File: src/rtl/vlsu_ld_collect.sv
// Vector load result collector: gathers per-element load data into one VRF line and writes it back.
// Optional tail-zeroing of the whole register line: define SCR1_VLSU_LDCOL_TAIL_ZERO_EN.
module vlsu_ld_collect #(
    parameter int unsigned LANE = 8,
    parameter int unsigned ELEN = 32
) (
    input  logic                 clk,
    input  logic                 rst_n,
    input  logic                 start,
    input  logic [3:0]           vl,
    input  logic [4:0]           vd,
    input  logic [LANE-1:0]      elem_wreq,
    input  logic [LANE*ELEN-1:0] elem_data,
    input  logic                 elem_err,
    output logic                 vrf_we,
    output logic [4:0]           vrf_waddr,
    output logic [LANE*ELEN-1:0] vrf_wdata,
    output logic [LANE-1:0]      vrf_wmask,
    input  logic                 vrf_ack,
    output logic                 busy,
    output logic                 done,
    output logic                 err
);

    localparam logic [3:0] LANE_VL = 4'(LANE);

    typedef enum logic [1:0] {StIdle, StCollect, StWrite, StDone} state_e;

    state_e                state_q;
    logic [3:0]            vl_q;
    logic [3:0]            cnt_q;
    logic [4:0]            vd_q;
    logic [LANE*ELEN-1:0]  buf_q;
    logic [LANE-1:0]       mask_q;
    logic                  err_q;

    logic [3:0]            vl_clamp;
    logic [LANE-1:0]       acc;
    logic [LANE-1:0]       fresh;
    logic [3:0]            cnt_inc;
    logic [3:0]            cnt_nxt;
    logic [LANE*ELEN-1:0]  buf_nxt;

    // Qualify requests against vl; only first arrival of a lane advances the count.
    always_comb begin
        vl_clamp = (vl > LANE_VL) ? LANE_VL : vl;
        acc      = '0;
        fresh    = '0;
        cnt_inc  = '0;
        buf_nxt  = buf_q;
        for (int i = 0; i < LANE; i++) begin
            acc[i]   = elem_wreq[i] & (4'(i) < vl_q);
            fresh[i] = acc[i] & ~mask_q[i];
            cnt_inc  = cnt_inc + {3'b000, fresh[i]};
            if (acc[i]) begin
                buf_nxt[i*ELEN +: ELEN] = elem_data[i*ELEN +: ELEN];
            end
        end
        cnt_nxt = cnt_q + cnt_inc;
    end

    always_ff @(posedge clk) begin
        if (!rst_n) begin
            state_q <= StIdle;
            vl_q    <= '0;
            cnt_q   <= '0;
            vd_q    <= '0;
            buf_q   <= '0;
            mask_q  <= '0;
            err_q   <= 1'b0;
        end else begin
            case (state_q)
                StIdle: begin
                    if (start) begin
                        vl_q    <= vl_clamp;
                        vd_q    <= vd;
                        buf_q   <= '0;
                        mask_q  <= '0;
                        cnt_q   <= '0;
                        err_q   <= 1'b0;
                        state_q <= (vl_clamp == 4'd0) ? StDone : StCollect;
                    end
                end
                StCollect: begin
                    if (elem_err && (|elem_wreq)) begin
                        err_q   <= 1'b1;
                        state_q <= StDone;
                    end else begin
                        buf_q  <= buf_nxt;
                        mask_q <= mask_q | acc;
                        cnt_q  <= cnt_nxt;
                        if (cnt_nxt == vl_q) begin
                            state_q <= StWrite;
                        end
                    end
                end
                StWrite: begin
                    if (vrf_ack) begin
                        state_q <= StDone;
                    end
                end
                StDone: begin
                    state_q <= StIdle;
                end
                default: begin
                    state_q <= StIdle;
                end
            endcase
        end
    end

    assign vrf_we    = (state_q == StWrite);
    assign vrf_waddr = vd_q;
    // Buffer is cleared on start and only filled at masked lanes, so unmasked lanes read as zero.
    assign vrf_wdata = buf_q;
`ifdef SCR1_VLSU_LDCOL_TAIL_ZERO_EN
    assign vrf_wmask = (state_q == StWrite) ? {LANE{1'b1}} : mask_q;
`else
    assign vrf_wmask = mask_q;
`endif
    assign busy      = (state_q != StIdle);
    assign done      = (state_q == StDone);
    assign err       = (state_q == StDone) & err_q;

endmodule

File: config.mk
export PLATFORM = sky130hd
export DESIGN_NAME = vlsu_ld_collect
export DESIGN_NICKNAME = d
export VERILOG_FILES = /design/src/rtl/vlsu_ld_collect.sv
export SDC_FILE = /design/constraint.sdc
export NUM_CORES = 1
export LEC_CHECK = 0
export BUFFER_PORTS_ARGS = -buffer_cell sky130_fd_sc_hd__clkbuf_2
export CORE_AREA = 2 2 217 219
export CTS_CLUSTER_SIZE = 14
export DETAILED_ROUTE_END_ITERATION = 8
export DIE_AREA = 0 0 219 221
export SETUP_SLACK_MARGIN = 0.02
export SYNTH_ARGS = -nofsm -noshare
export SYNTH_HDL_FRONTEND = slang
export SYNTH_SLANG_ARGS = --single-unit
File: constraint.sdc
create_clock -name clk -period 10.7 [get_ports clk]
set_input_delay 0.535 -clock clk [delete_from_list [all_inputs] [get_ports clk]]
set_output_delay 0.535 -clock clk [all_outputs]
set_load 0.01 [all_outputs]
After elaboration in Yosys (flattened, before gate mapping)
Cells that the tools add are included.
{ "op_classes": {"add_sub_neg": 8, "magnitude_cmp": 9, "n_eq_ne": 17, "muxes": 27, "bitwise_logic": 26, "n_reduce_logical": 18} }
{ "ops": {"columns": ["operator", "n"], "rows": [
  ["$mux 256", 2],
  ["$pmux 256 s2", 1],
  ["$mux 32", 8],
  ["$reduce_and 4->1", 8],
  ["$ne 2x2->1 const B", 11],
  ["$and 1x1->1", 17],
  ["$add 4x1->4", 4],
  ["$lt 3x4->1 const A", 4],
  ["$mux 8", 2],
  ["$pmux 8 s2", 1],
  ["$mux 4", 3],
  ["$mux 2", 5],
  ["$reduce_and 3->1", 3],
  ["$lt 1x4->1 const A", 2],
  ["$lt 2x4->1 const A", 2],
  ["$not 1->1", 8],
  ["$or 8x8->8", 1],
  ["$pmux 2 s4", 1],
  ["$pmux 4 s2", 1],
  ["$reduce_or 8->1", 1],
  ["$add 3x1->4", 1],
  ["$add 4x4->4", 1],
  ["$eq 2x2->1 const B", 2],
  ["$eq 4x4->1", 1],
  ["13 further kinds", 15]
]} }
{ "totals": {"regBits": 280, "in_bits": 278, "out_inout_bits": 273, "wordCells": 119} }

Longest topological paths before layout
{ "depth": {"word_depth": 15, "depth_mapped": 16, "mapped_depth_nobuf": 15} }

Worst setup path after synthesis
No wires, ideal clock.
{ "synth_path": {"kind": "flip-flop to flip-flop", "start": "register vl_q[3]", "end": "register state_q[0]", "setup_time_ns": 0.086, "arrival_time_ns": 4.680, "required_time_ns": 10.614, "path_slack_ns": 5.935, "path_stages_with_launch": 15, "n_path_buf": 1, "period_less_slack_ns": 4.765, "cell_sequence": "dfxtp_1 clkbuf_1 o41ai_1 nor2_1 fa_1 inv_1 fa_1 fa_1 fa_1 fa_1 xnor2_1 xnor2_1 nand4_1 a221o_1 a211oi_1"} }
{ "synth_via": {"elab_chain_len": 14, "elab_cells_between_ends": 35, "cone_classes": "add/sub (8); order compare (8); eq/ne (2); bitwise (16); reduce/logical (1)"} }
{ "synth_rtl": {"columns": ["element", "line_no", "rtl"], "rows": [
  ["start: declaration", "30", "logic [3:0] vl_q;"],
  ["start signal: assignment", "75", "vl_q <= vl_clamp;"],
  ["$lt 1x4->1", "52", "acc[i] = elem_wreq[i] & (4'(i) < vl_q);"],
  ["$and 1x1->1", "52", null],
  ["$and 1x1->1", "53", "fresh[i] = acc[i] & ~mask_q[i];"],
  ["$add 1x1->2", "54", "cnt_inc = cnt_inc + {3'b000, fresh[i]};"],
  ["$add 2x1->3", "54", null],
  ["$add 3x1->4", "54", null],
  ["$add 4x1->4 (4 in series)", "54", null],
  ["$add 4x4->4", "59", "cnt_nxt = cnt_q + cnt_inc;"],
  ["$eq 4x4->1 *", "92", "if (cnt_nxt == vl_q) begin"],
  ["$ne 3x3->1 (no source line) *", null, null],
  ["$reduce_and 3->1 (no source line) *", null, null],
  ["end signal: assignment", "64", "state_q <= StIdle;"],
  ["end signal: assignment", "93", "state_q <= StWrite;"],
  ["end signal: assignment", "99", "state_q <= StDone;"],
  ["end: declaration", "29", "state_e state_q;"]
]} }
Every way passes the cells marked *; elsewhere a longest branch is shown, timed or not.
A chain may end at the register's enable or synchronous reset.

Worst setup path after layout
Same ends and word-level chain as after synthesis.

==> flow_summary.yaml <==
setup_path:
  slowest_delay_ps: 800
  path_common_cell: "fa_1"
  path_cells: "o41ai_1 > nor2_1 > fa_1 > inv_1 > fa_1 > fa_1 > fa_1 > fa_1 > xnor2_1 > xnor2_1 > nand4_1 > a221o_1 > a211oi_1"
  path_depth: 13
  critPathKind: "register to register"
  start_kind: "register"
  crit_required_ps: 11150
  slowest_stage: "o41ai_1"
  crit_family: "adder cells"
  worstSetupEndpointType: "register"
  reg2reg_depth: 13
  arrival_ps: 5550
  crit_buf_inv: 1
  cp_max_fo: 11
logic_synthesis:
  synth_flop_cell: "dfxtp_1"
  ys_warn_count: 0
  synth.area.top_cells: "dfxtp_1 (44%), nand3_1 (12%), nand4_1 (9.6%), mux2i_1 (5.9%), nand2_1 (4.9%)"
  synthSimpleGateAreaFrac_pct: 29.8
  synthCells: 1497
  ys_ff_latch: 280
  synth_compound_area_share_pct: 11.7
  yosys.area.top_type_share_pct: 44.4
  synth_top_area_cell: "dfxtp_1"
  synthAdderAreaFrac_pct: 1.78
  synthArstFlopShare_pct: 0
  syn_area_sq_mm: 0.0126
  synthMuxAreaShare_pct: 5.95
  synthXorXnorAreaFrac_pct: 0.594
  synth_edf_count: 0
  syn_area_per_cell_sq_um: 8.44
  synth_top_family_by_area: "simple AND/OR/NAND/NOR gates"
  synth.net_count: 1790
  synth.distinct_cells: 56
  yosysSeqAreaShare_pct: 44.4
placed_design:
  port_buffers: 550
  gp_congestion: 0.827
  post-dp-hpwl_um: 32100
floorplanning:
  core_area_sq_mm: 0.0461
  die_x_um: 219
  io_pins: 551
  start_util_pct: 27.4
  rows: 79
  dieArea_sq_mm: 0.0484
  die_h_um: 221
cells_and_area:
  mostFrequentLayoutCells: "clkbuf_2 (549), nand3_1 (315), dfxtp_1 (280)"
  final_nets: 2234
  final_common_cell: "clkbuf_2"
  synthToLayoutAreaGrowth_pct: 33.2
  post-route-util_pct: 36.6
  drive_gt1_share_pct: 34.2
  n_fill_cell: 4800
power:
  p_leak_nw: 7.17
  power_density_mw_per_mm2: 180
  ir_worst_vdd_uv: 100
timing:
  setup_viol: 0
  worst_hold_slack_ps: 216
  fin_setup_tns_ps: 0
  drv_slew: 0
  tightest_slew_ps: 1180
  fmax_mhz: 196
  rsz0062_at_grt: "false"
  min_period_ps: 5100
  finalCritPeriodShare_pct: 47.6
  slew_headroom_pct: 21.1
  clock_skew_ps: 17.6
  hold_viol_final: 0
global_routing:
  grt_pass1_wl_um: 69800
  grt_max_degree: 175
  grt_overflow: 0
  antenna_found_initial: 5
  grt_pass1_vias: 12400
  globalRouteTotalUtil_pct: 17.9
clocking:
  path_clk_slew_ps: 60
  cts.sinks: 280
  clock_path_buffers: 3
  ctsRootBufferMaster: "clkbuf_16"
  postCtsSetupBuffers: 0
  clk_latency_ps: 540
  tritoncts: "yes"
  hold_buffers: 0
  post_cts.resized_instances: 0
  cts-buffers-inserted: 34
  htreeDepth: 2
min_path:
  min_path_type: "input port to register"
  holdPathStages: 3
route:
  drt-pass1-iter-count: 5
  first_iter_violations: 934
  wl_per_cell_um: 17.9
  ant_nets: 0
  vias: 13400
  drt-total-wl_um: 46000
  drcViolationCount: 0
  viasPerCell: 5.20
run_status:
  outcome: "finished, final reports clean"
job:
  drv_cap: 0
-- state kept, by name (all words and copies together) (netlist names) --
| signal | cells |
|---|---|
| vrf_waddr | 5 |
| err_q | 1 |
| state_q | 2 |
| vrf_wmask | 8 |
| cnt_q | 4 |
| vl_q | 4 |
| vrf_wdata | 256 |
-- worst register-to-register path, stage by stage, from the launching register on --
cell	delay (ps)
dfxtp_1	420
o41ai_1	810
nor2_1	140
fa_1	540
inv_1	50
fa_1	510
fa_1	520
fa_1	460
fa_1	390
xnor2_1	280
xnor2_1	160
nand4_1	180
a221o_1	340
a211oi_1	210
-- cell type report --
class | count | area, sq um | share of cell area (%)
tap | 607 | 759 | 4.51
timing repair buffer | 574 | 2940 | 17.5
multi-input combinational | 1042 | 6330 | 37.6
clock inverter | 13 | 144 | 0.854
clock buffer | 48 | 1010 | 6.03
inverter | 9 | 33.8 | 0.201
sequential | 280 | 5610 | 33.3
antenna | 4 | 10.0 | 0.0594
-- through the flow --
step                power (mW)  worst slack [ps]  cell area, sq um  instances
floorplan                 1.63              5930             12600       1497
global placement          1.85              5780             15700       2512
detailed placement        1.87              5580             15700       2512
CTS                       3.08              5560             16800       2573
global route              3.18              5370             16800       2577
finish                    3.03              5600             16800       2577
-- synth_stat cells, types with 2 or more instances --
cell type / instances
nand2_2: 2
nor2_1: 25
or2_2: 2
o21a_1: 10
o22ai_2: 20
nor2b_1: 2
a211oi_1: 2
and2_1: 3
or4_4: 2
buf_4: 6
a22oi_1: 14
o21ai_0: 6
a21oi_1: 29
dfxtp_1: 280
nand3_1: 315
buf_8: 2
and3_1: 2
nor3_1: 2
xor2_1: 2
clkbuf_1: 131
nand4_1: 193
nand3b_1: 9
nand2b_1: 6
buf_1: 8
inv_1: 8
mux2i_1: 74
fa_1: 5
buf_6: 2
buf_2: 17
o211a_1: 2
nand2_1: 164
a31o_2: 2
a31oi_1: 33
xnor2_1: 4
ha_1: 10
o22ai_1: 83
-- cell families after synthesis --
group                    count (synthesis)
AND/OR/NAND/NOR                        734
buffers and inverters                  175
adder cells (fa/ha/maj)                 15
AO/OA/AOI/OAI                          211
multiplexers                            75
XOR/XNOR                                 7
flip-flops                             280
-- path summary, 6_finish.rpt --
path | from | to | slack [ps]
setup / recovery | vl_q[3] | state_q[0] | 5600
hold / removal | vd[1] | vrf_waddr[1] | 220
setup reg to reg | vl_q[3] | state_q[0] | 5600
hold reg to reg | vrf_waddr[1] | vrf_waddr[1] | 460
-- power by group --
part	internal (mW)	switching, mW
registers	1.07	0.0237
logic	0.197	0.548
clock network	0.713	0.477
-- layer usage --
layer | part of all wire, % | track usage [%] | vias to the layer above
met5 | 0.028 | 0 | -
met4 | 2.5 | 6.15 | 2
met3 | 8.8 | 6.16 | 70
met2 | 49 | 30.2 | 484
met1 | 40 | 21.2 | 6373
li1 | - | - | 6472
Note: power is estimated with default switching activity, not from simulation.
